File: src/rtl/imem_loader_pkg.sv
// Shared types and constants for the byte-stream instruction memory loader.
// Pulled in by the loader top and its byte assembler.
package imem_loader_pkg;

  localparam int ADDR_W_DEF     = 7;
  localparam int DATA_W_DEF     = 32;
  localparam int BYTES_PER_WORD = 4;

  typedef enum logic [2:0] {
    ST_IDLE,
    ST_HDR,
    ST_LOAD,
    ST_WRITE,
    ST_CHK,
    ST_RUN,
    ST_ERR
  } ldr_state_t;

  function automatic logic state_takes_bytes(input ldr_state_t s);
    return (s == ST_HDR) || (s == ST_LOAD) || (s == ST_CHK);
  endfunction

  function automatic logic state_in_frame(input ldr_state_t s);
    return (s == ST_LOAD) || (s == ST_WRITE) || (s == ST_CHK);
  endfunction

endpackage

File: src/rtl/imem_loader_byte_assembler.sv
// Packs accepted stream bytes into little-endian words; the first byte of a
// word ends up in bits [7:0].
module byte_assembler
  import imem_loader_pkg::*;
#(
  parameter int DATA_W = DATA_W_DEF
) (
  input  logic              clk,
  input  logic              rst,
  input  logic              clr_i,
  input  logic              shift_i,
  input  logic [7:0]        byte_i,
  output logic [DATA_W-1:0] word_o,
  output logic              word_done_o
);

  logic [1:0]        cnt_q, cnt_d;
  logic [DATA_W-1:0] sh_q, sh_d;

  // The completed word includes the byte being accepted this cycle.
  assign word_o      = {byte_i, sh_q[DATA_W-1:8]};
  assign word_done_o = shift_i && (cnt_q == 2'(BYTES_PER_WORD - 1));

  always_comb begin
    cnt_d = cnt_q;
    sh_d  = sh_q;
    if (clr_i) begin
      cnt_d = '0;
      sh_d  = '0;
    end else if (shift_i) begin
      cnt_d = cnt_q + 2'd1;
      sh_d  = word_o;
    end
  end

  always_ff @(posedge clk or negedge rst) begin
    if (!rst) begin
      cnt_q <= '0;
      sh_q  <= '0;
    end else begin
      cnt_q <= cnt_d;
      sh_q  <= sh_d;
    end
  end

endmodule

File: src/rtl/imem_loader.sv
// Framed program loader: COUNT byte, 4*N little-endian payload bytes, XOR
// checksum byte. Writes words into IMEM and enables the CPU on a good frame.
module imem_loader
  import imem_loader_pkg::*;
#(
  parameter int ADDR_W = ADDR_W_DEF,
  parameter int DATA_W = DATA_W_DEF
) (
  input  logic              clk,
  input  logic              rst,
  input  logic [7:0]        byte_data_i,
  input  logic              byte_valid_i,
  output logic              byte_ready_o,
  input  logic              reload_i,
  output logic [DATA_W-1:0] inst_data,
  output logic [ADDR_W-1:0] inst_addr,
  output logic              inst_wen,
  output logic              enb,
  output logic              busy_o,
  output logic              err_o
);

  ldr_state_t        state_q, state_d;
  logic [ADDR_W-1:0] addr_q, addr_d;
  logic [ADDR_W-1:0] last_q, last_d;
  logic [7:0]        chk_q, chk_d;
  logic [DATA_W-1:0] data_q, data_d;
  logic              wen_q, wen_d;
  logic              enb_q, enb_d;
  logic              err_q, err_d;
  logic              ready_q, ready_d;
  logic              busy_q, busy_d;

  logic              accept;
  logic              reload_act;
  logic              asm_clr;
  logic              asm_shift;
  logic [DATA_W-1:0] asm_word;
  logic              asm_done;

  assign accept     = byte_valid_i && ready_q;
  assign reload_act = reload_i && (state_q != ST_IDLE);

  byte_assembler #(
    .DATA_W (DATA_W)
  ) u_asm (
    .clk         (clk),
    .rst         (rst),
    .clr_i       (asm_clr),
    .shift_i     (asm_shift),
    .byte_i      (byte_data_i),
    .word_o      (asm_word),
    .word_done_o (asm_done)
  );

  always_ff @(posedge clk or negedge rst) begin
    if (!rst) state_q <= ST_IDLE;
    else      state_q <= state_d;
  end

  always_comb begin
    state_d = state_q;
    if (reload_act) begin
      state_d = ST_HDR;
    end else begin
      case (state_q)
        ST_IDLE:  state_d = ST_HDR;
        ST_HDR:   if (accept) state_d = ST_LOAD;
        ST_LOAD:  if (asm_done) state_d = ST_WRITE;
        ST_WRITE: state_d = (addr_q == last_q) ? ST_CHK : ST_LOAD;
        ST_CHK:   if (accept) state_d = (byte_data_i == chk_q) ? ST_RUN : ST_ERR;
        default:  state_d = state_q;
      endcase
    end
  end

  always_comb begin
    addr_d    = addr_q;
    last_d    = last_q;
    chk_d     = chk_q;
    data_d    = data_q;
    wen_d     = 1'b0;
    enb_d     = enb_q;
    err_d     = err_q;
    asm_clr   = 1'b0;
    asm_shift = 1'b0;
    if (reload_act) begin
      // A byte accepted alongside reload is dropped on purpose.
      addr_d  = '0;
      chk_d   = '0;
      enb_d   = 1'b0;
      err_d   = 1'b0;
      asm_clr = 1'b1;
    end else begin
      case (state_q)
        ST_HDR: begin
          if (accept) begin
            // COUNT of 0 wraps to the all-ones index, i.e. a full-depth image.
            last_d  = ADDR_W'(byte_data_i) - ADDR_W'(1);
            addr_d  = '0;
            chk_d   = '0;
            asm_clr = 1'b1;
          end
        end
        ST_LOAD: begin
          if (accept) begin
            asm_shift = 1'b1;
            chk_d     = chk_q ^ byte_data_i;
            if (asm_done) begin
              data_d = asm_word;
              wen_d  = 1'b1;
            end
          end
        end
        ST_WRITE: if (addr_q != last_q) addr_d = addr_q + ADDR_W'(1);
        ST_CHK: begin
          if (accept) begin
            if (byte_data_i == chk_q) enb_d = 1'b1;
            else                      err_d = 1'b1;
          end
        end
        default: ;
      endcase
    end
    ready_d = state_takes_bytes(state_d);
    busy_d  = state_in_frame(state_d);
  end

  always_ff @(posedge clk or negedge rst) begin
    if (!rst) begin
      addr_q  <= '0;
      last_q  <= '0;
      chk_q   <= '0;
      data_q  <= '0;
      wen_q   <= 1'b0;
      enb_q   <= 1'b0;
      err_q   <= 1'b0;
      ready_q <= 1'b0;
      busy_q  <= 1'b0;
    end else begin
      addr_q  <= addr_d;
      last_q  <= last_d;
      chk_q   <= chk_d;
      data_q  <= data_d;
      wen_q   <= wen_d;
      enb_q   <= enb_d;
      err_q   <= err_d;
      ready_q <= ready_d;
      busy_q  <= busy_d;
    end
  end

  assign byte_ready_o = ready_q;
  assign inst_data    = data_q;
  assign inst_addr    = addr_q;
  assign inst_wen     = wen_q;
  assign enb          = enb_q;
  assign busy_o       = busy_q;
  assign err_o        = err_q;

endmodule

File: config.mk
export PLATFORM = sky130hd
export DESIGN_NAME = imem_loader
export DESIGN_NICKNAME = d
export VERILOG_FILES = /design/src/rtl/imem_loader_pkg.sv /design/src/rtl/imem_loader_byte_assembler.sv /design/src/rtl/imem_loader.sv
export SDC_FILE = /design/constraint.sdc
export NUM_CORES = 1
export LEC_CHECK = 0
export CAP_MARGIN = 30
export CORE_ASPECT_RATIO = 0.75
export CORE_MARGIN = 8
export CORE_UTILIZATION = 49
export DETAILED_ROUTE_END_ITERATION = 10
export HOLD_SLACK_MARGIN = 0.12
export PLACE_DENSITY_LB_ADDON = 0.1
export SYNTH_ARGS = -nofsm -noshare
export SYNTH_HDL_FRONTEND = slang
export SYNTH_SLANG_ARGS = --single-unit
export TNS_END_PERCENT = 50
File: constraint.sdc
create_clock -name clk -period 1.7 [get_ports clk]
set_input_delay 0.51 -clock clk [delete_from_list [all_inputs] [get_ports clk]]
set_output_delay 0.51 -clock clk [all_outputs]
set_load 0.03 [all_outputs]
# After elaboration in Yosys (flattened, before gate mapping)
# Index checks and enable logic that the tools add are counted.
[op_classes] n_mux=36 n_eq_ne=16 bitwise=2 add_sub_neg=3 n_reduce_logical=21
[op_table] op="two-way mux 32 bit" n=2
[op_table] op="two-way mux 8 bit" n=3
[op_table] op="two-way mux 7 bit" n=3
[op_table] op="two-way mux 1 bit" n=17
[op_table] op="case mux 8 bit (2 select lines)" n=1
[op_table] op="two-way mux 3 bit" n=5
[op_table] op="case mux 3 bit (5 select lines)" n=1
[op_table] op="AND reduction 3 bit" n=5
[op_table] op="case mux 7 bit (2 select lines)" n=1
[op_table] op="equality test 3 x 2 -> 1 bit (second input constant)" n=4
[op_table] op="inequality test 3 bit (second input constant)" n=3
[op_table] op="nonzero test 3 bit" n=3
[op_table] op="equality test 8 bit" n=1
[op_table] op="nonzero test 2 bit" n=4
[op_table] op="bitwise XOR 8 bit" n=1
[op_table] op="adder 7 x 1 -> 7 bit (second input constant)" n=1
[op_table] op="equality test 7 bit" n=1
[op_table] op="inequality test 7 bit" n=1
[op_table] op="subtractor 7 x 1 -> 7 bit (second input constant)" n=1
[op_table] op="equality test 3 x 1 -> 1 bit (second input constant)" n=2
[op_table] op="equality test 3 bit (second input constant)" n=2
[op_table] op="two-way mux 2 bit" n=3
[op_table] op="logical OR 1 bit" n=4
[op_table] op="AND reduction 4 bit" n=1
[op_table] op="6 further kinds" n=8
[word_totals] elab_cells=90 reg_bits=96 input_bits=12

# Longest topological paths before layout
[depth] word_depth=11 ltp_mapped=7

# Modules after synthesis
# A second synthesis with hierarchy kept.
[hier_totals] cells_unflattened=347 hier_area_um2=4167.7
[modules_own_cells] module="imem_loader" area_each_um2=3012.9 seq_area_each_um2=1551.5 cells_each=253 n_inst=1
[modules_own_cells] module="byte_assembler" area_each_um2=1154.9 seq_area_each_um2=650.6 cells_each=94 n_inst=1

# Worst setup path after synthesis
# OpenSTA, ideal clock, no wires.
[synth_timing] path_type="register to register" startpoint="register addr_q[2] (netlist: inst_addr[2])" endpoint="register addr_q[6] (netlist: inst_addr[6])" synth_period_minus_slack_ns=1.855 n_path_buf=2 setup_slack_ns=-0.155 stages_incl_launch_ff=8 t_arrival_ns=1.777 required_ns=1.623 setup_time_ns=0.077 cell_sequence="dfrtp_1 buf_6 xor2_1 nor4_1 a21o_1 buf_6 or4_1 a21oi_1"
[synth_between] elab_chain_cells=4 word_cells_on_any_way=7
[synth_rtl] item="start, declared" line="imem_loader.sv:24" source="logic [ADDR_W-1:0] addr_q, addr_d;"
[synth_rtl] item="start signal, assigned" line="imem_loader.sv:141" source="addr_q <= addr_d;"
[synth_rtl] item="adder 7 x 1 -> 7 bit" line="imem_loader.sv:115" source="ST_WRITE: if (addr_q != last_q) addr_d = addr_q + ADDR_W'(1);"
[synth_rtl] item="two-way mux 7 bit" line="imem_loader.sv:115"
[synth_rtl] item="case mux 7 bit (2 select lines)" line="imem_loader.sv:95" source="case (state_q)"
[synth_rtl] item="two-way mux 7 bit" line="imem_loader.sv:87" source="if (reload_act) begin"
# Parallel ways exist; a longest one is shown, timed or not. The select of a mux whose other input is x is not followed.
# A chain may end at the register's enable or synchronous reset.

# Worst setup path after layout
[layout_timing] startpoint="register addr_q[3] (netlist: inst_addr[3])" endpoint="register ready_q (netlist: byte_ready_o)"
[layout_between] elab_chain_cells=7 word_cells_on_any_way=9
[layout_rtl] item="equality test 7 bit (*)" line="imem_loader.sv:70" source="ST_WRITE: state_d = (addr_q == last_q) ? ST_CHK : ST_LOAD;"
[layout_rtl] item="two-way mux 3 bit (*)" line="imem_loader.sv:70"
[layout_rtl] item="case mux 3 bit (5 select lines) (*)" line="imem_loader.sv:66" source="case (state_q)"
[layout_rtl] item="two-way mux 3 bit (*)" line="imem_loader.sv:63" source="if (reload_act) begin"
[layout_rtl] item="named net state_d[1]" line="imem_loader.sv:23" source="ldr_state_t state_q, state_d;"
[layout_rtl] item="equality test 3 x 1 -> 1 bit or equality test 3 x 2 -> 1 bit (tied branches)" line="imem_loader_pkg.sv:20" source="return (s == ST_HDR) || (s == ST_LOAD) || (s == ST_CHK);"
[layout_rtl] item="logical OR 1 bit" line="imem_loader_pkg.sv:20"
[layout_rtl] item="logical OR 1 bit (*)" line="imem_loader_pkg.sv:20"
[layout_rtl] item="named net ready_d" line="imem_loader.sv:31" source="logic ready_q, ready_d;"
[layout_rtl] item="end signal, assigned" line="imem_loader.sv:148" source="ready_q <= ready_d;"
[layout_rtl] item="end, declared" line="imem_loader.sv:31"
# The timed path passes the listed nets; every way through them passes the cells marked *.

==> tab_implementation.tex <==
\begin{tabular}{lr}
\hline
Metric & Value \\
\hline
\multicolumn{2}{l}{\textbf{Logic synthesis}} \\
Sequential-to-total area share from yosys stat & 54.47\% \\
Number of register bits inferred by synthesis & 88 \\
Net count of the mapped netlist & 390 \\
Synthesized netlist cell count & 375 \\
Netlist Area Pre-Place & 4043 um2 \\
Mean cell area of the mapped netlist & 10.78 um2 \\
Ranking of synthesized cells by instance count & 88 x sky130\_fd\_sc\_hd\_\_dfrtp\_1, 66 x sky130\_fd\_sc\_hd\_\_nand2\_1, 31 x sky130\_fd\_sc\_hd\_\_a21oi\_1 \\
Number of distinct library cells after synthesis & 42 \\
Cell types occupying the most area after synthesis & sky130\_fd\_sc\_hd\_\_dfrtp\_1 54\%, sky130\_fd\_sc\_hd\_\_mux2\_2 8.1\%, sky130\_fd\_sc\_hd\_\_nand2\_1 6.1\% \\
Async SR Flop Fraction & 100.0\% \\
Most common cell in the netlist & sky130\_fd\_sc\_hd\_\_dfrtp\_1 \\
Fraction of synthesized cell area taken by the top area cell type & 54.47\% \\
Number of synthesized flops with an enable pin & 0 \\
Ys flop type & sky130\_fd\_sc\_hd\_\_dfrtp\_1 \\
Dominant cell type by area after synthesis & sky130\_fd\_sc\_hd\_\_dfrtp\_1 \\
Count of warnings emitted by yosys & 0 \\
\multicolumn{2}{l}{\textbf{Power}} \\
Peak ir drop on the vdd network & 0.0006190 V \\
Static Leak & 2.734 nW \\
Power per standard cell area & 947.5 nW/um2 \\
\multicolumn{2}{l}{\textbf{Finish}} \\
Layout overhead on the synthesized area & 41.32\% \\
Post-route core utilization & 71.84\% \\
Final layout net count & 497 \\
Share of post-route cells with drive strength above 1 & 34.70\% \\
Antenna cell count & 0 \\
\multicolumn{2}{l}{\textbf{GRT}} \\
Tot GR Track Use & 17.81\% \\
Maximum number of pins on one net before global-route repair & 51 \\
Global-route wire length before repair & 16240 um \\
Via count of the first global-routing pass & 3110 \\
Antenna violations before repair & 0 \\
Remaining global-route overflow & 0 \\
\multicolumn{2}{l}{\textbf{Worst setup path}} \\
Max FO, Critical Path & 4 \\
Worst Path Arrival & 2.09 ns \\
Worst R2R Path Depth & 5 \\
Delay contributed by the slowest stage of the critical path & 0.56 ns \\
CP max-delay cell & sky130\_fd\_sc\_hd\_\_or4\_4 \\
Kind of cell adding the most delay to the critical path & simple AND/OR/NAND/NOR gates \\
Required time reported for the critical path endpoint & 1.97 ns \\
Number of buffers and inverters on the critical path & 0 \\
Kind of launch point of the worst setup path & register \\
CP endpoint kind & register \\
Type of the worst setup path & register to register \\
Critical path, cell by cell & xor2\_2 > or4\_4 > o21ai\_2 > o31ai\_4 > o211ai\_1 \\
Number of cells on the critical path & 5 \\
\multicolumn{2}{l}{\textbf{Detailed routing}} \\
Mean routed wirelength per cell & 16.98 um \\
Total wirelength of the detailed-routed design & 10050 um \\
Remaining design rule violation count & 0 \\
Number of antenna-violating nets in the routed design & 0 \\
Iteration-0 DRC count of the detailed router & 147 \\
Via count & 3166 \\
Detailed-routing iteration count for the pre-antenna-repair pass & 4 \\
Via density per instance & 5.348 \\
\multicolumn{2}{l}{\textbf{Die}} \\
Die width & 120.9 um \\
Initial cell density of the core & 50.83\% \\
Die outline area & 11440 um2 \\
Core region area & 7953 um2 \\
Number of core rows & 28 \\
Die height & 94.66 um \\
Number of ports placed on the die boundary & 56 \\
\multicolumn{2}{l}{\textbf{Job}} \\
Number of violations of the max-capacitance limit & 0 \\
\multicolumn{2}{l}{\textbf{Clock tree}} \\
CTS tree & done \\
Reg clk slew, reported paths & 0.09 ns \\
Buffer depth of the longest clock path & 2 \\
\# clock sinks & 88 \\
Total clock buffers created by CTS & 9 \\
CTS H-tree depth & 3 \\
Clock root buffer & sky130\_fd\_sc\_hd\_\_clkbuf\_8 \\
Clock Latency Late Sink & 0.36 ns \\
\multicolumn{2}{l}{\textbf{Timing}} \\
Final Hold Viols & 0 \\
Pins over their slew limit & 0 \\
Worst Tran Pin Value & 0.4322 ns \\
Highest attainable clock frequency & 549.7 MHz \\
Setup Skew & 0.01116 ns \\
Post-layout worst setup margin & -0.1190 ns \\
Min Clock Period, post-route & 1.819 ns \\
Max\_slew headroom & 70.94\% \\
RSZ-0062 raised after global routing & yes \\
Fraction of the cycle the final worst path needs & 107.0\% \\
TNS Setup & -1.815 ns \\
Setup-failing EPs final & 26 \\
\multicolumn{2}{l}{\textbf{Run status}} \\
Result of the run & finished, violations left \\
Failing checks & negative setup slack \\
\multicolumn{2}{l}{\textbf{Worst hold path}} \\
Hold depth & 1 \\
Hold/Removal Path Class & register to register \\
\multicolumn{2}{l}{\textbf{Place}} \\
Estimated wirelength of the detail-placed design & 6611 um \\
Weighted congestion at the end of routability-driven global placement & 0.8467 \\
IO buf count & 55 \\
\hline
\end{tabular}
-- layout make-up --
type / instances / area [um2]
timing repair buffer: 119 / 1111
multi-input combinational: 257 / 1958
clock inverter: 7 / 148.9
tap: 105 / 131.4
fill: 576 / 2240
sequential: 88 / 2213
clock buffer: 9 / 123.9
inverter: 7 / 26.28
-- state kept, by name, indices dropped and copies added, names as in the netlist --
name / cells
busy_o: 1
byte_ready_o: 1
chk_q: 8
enb: 1
err_o: 1
inst_addr: 7
inst_data: 32
inst_wen: 1
last_q: 7
state_q: 3
u_asm.cnt_q: 2
u_asm.sh_q: 24
-- placed cells by master, fill, tap and decap left out, types with 3 or more instances in the layout --
| master | instances |
|---|---|
| sky130_fd_sc_hd__or4_1 | 3 |
| sky130_fd_sc_hd__nor3_2 | 4 |
| sky130_fd_sc_hd__bufinv_16 | 4 |
| sky130_fd_sc_hd__clkdlybuf4s50_1 | 7 |
| sky130_fd_sc_hd__o21ai_0 | 18 |
| sky130_fd_sc_hd__nand4_1 | 4 |
| sky130_fd_sc_hd__xor2_2 | 7 |
| sky130_fd_sc_hd__mux2_4 | 30 |
| sky130_fd_sc_hd__buf_6 | 6 |
| sky130_fd_sc_hd__nand2b_1 | 7 |
| sky130_fd_sc_hd__buf_2 | 5 |
| sky130_fd_sc_hd__buf_4 | 50 |
| sky130_fd_sc_hd__xnor2_1 | 12 |
| sky130_fd_sc_hd__or4_4 | 4 |
| sky130_fd_sc_hd__nor2_1 | 11 |
| sky130_fd_sc_hd__a21oi_1 | 24 |
| sky130_fd_sc_hd__dfrtp_2 | 9 |
| sky130_fd_sc_hd__buf_12 | 7 |
| sky130_fd_sc_hd__o21ai_1 | 8 |
| sky130_fd_sc_hd__a21oi_2 | 6 |
| sky130_fd_sc_hd__dfrtp_1 | 79 |
| sky130_fd_sc_hd__clkdlybuf4s15_1 | 5 |
| sky130_fd_sc_hd__nand3_1 | 5 |
| sky130_fd_sc_hd__nand2_1 | 65 |
| sky130_fd_sc_hd__nor3_1 | 3 |
| sky130_fd_sc_hd__clkbuf_8 | 9 |
| sky130_fd_sc_hd__ha_1 | 3 |
| sky130_fd_sc_hd__dlygate4sd2_1 | 33 |
| sky130_fd_sc_hd__o211ai_1 | 4 |
| sky130_fd_sc_hd__inv_1 | 7 |
-- kinds of logic after synthesis --
logic type	synth area share, %
multiplexers	9.718
buffers and inverters	4.333
XOR/XNOR	4.736
AO/OA/AOI/OAI	11.02
AND/OR/NAND/NOR	14.79
flip-flops	54.47
adder cells (fa/ha/maj)	0.9286
-- metrics by stage --
step | power, mW | hold WS [ns] | setup slack (ns) | instance area, um2 | cells
5_1_grt | 5.658 | 0.4965 | -0.1567 | 5713 | 592
6_report | 5.413 | 0.5020 | -0.1190 | 5713 | 592
3_5_place_dp | 3.316 | 0.3430 | -0.6340 | 5067 | 564
4_1_cts | 5.319 | 0.4901 | -0.1857 | 5514 | 587
3_3_place_gp | 3.300 | 0.3414 | -0.6178 | 5067 | 564
2_1_floorplan | 2.909 | 0.2144 | -0.1014 | 4060 | 375
-- final timing paths --
check	startpoint	endpoint	slack, ns
worst min-delay path	inst_data[26]	inst_data[26]	0.50
min in group asynchronous	rst	chk_q[7]	0.51
worst max register to register	inst_addr[3]	byte_ready_o	-0.12
max in group asynchronous	rst	u_asm.sh_q[11]	0.70
worst max-delay path	inst_addr[3]	byte_ready_o	-0.12
worst min register to register	inst_data[26]	inst_data[26]	0.50
-- power by group --
group          switching [mW]  total (mW)  internal [mW]
clock                   0.774        1.92           1.15
combinational           0.616        1.13          0.517
sequential              0.139        2.36           2.22
-- routing by layer --
| metal | vias to the layer above | share of wire, % | global-route usage, % |
|---|---|---|---|
| li1 | 1500 | - | - |
| met1 | 1579 | 48 | 24.38 |
| met2 | 74 | 46 | 27.21 |
| met3 | 13 | 5.4 | 5.486 |
| met4 | 0 | 0.76 | 4.041 |
| met5 | - | 0 | 0 |
-- timing repair --
item,4_1_cts,5_1_grt
gates resized for setup,109,45
setup endpoints to repair,118,61
gates cloned,2,1
pin swaps,7,18
hold buffers,1,0
setup buffers,4,6
hold endpoints to repair,5,0
Note: power is estimated with default switching activity, not from simulation.
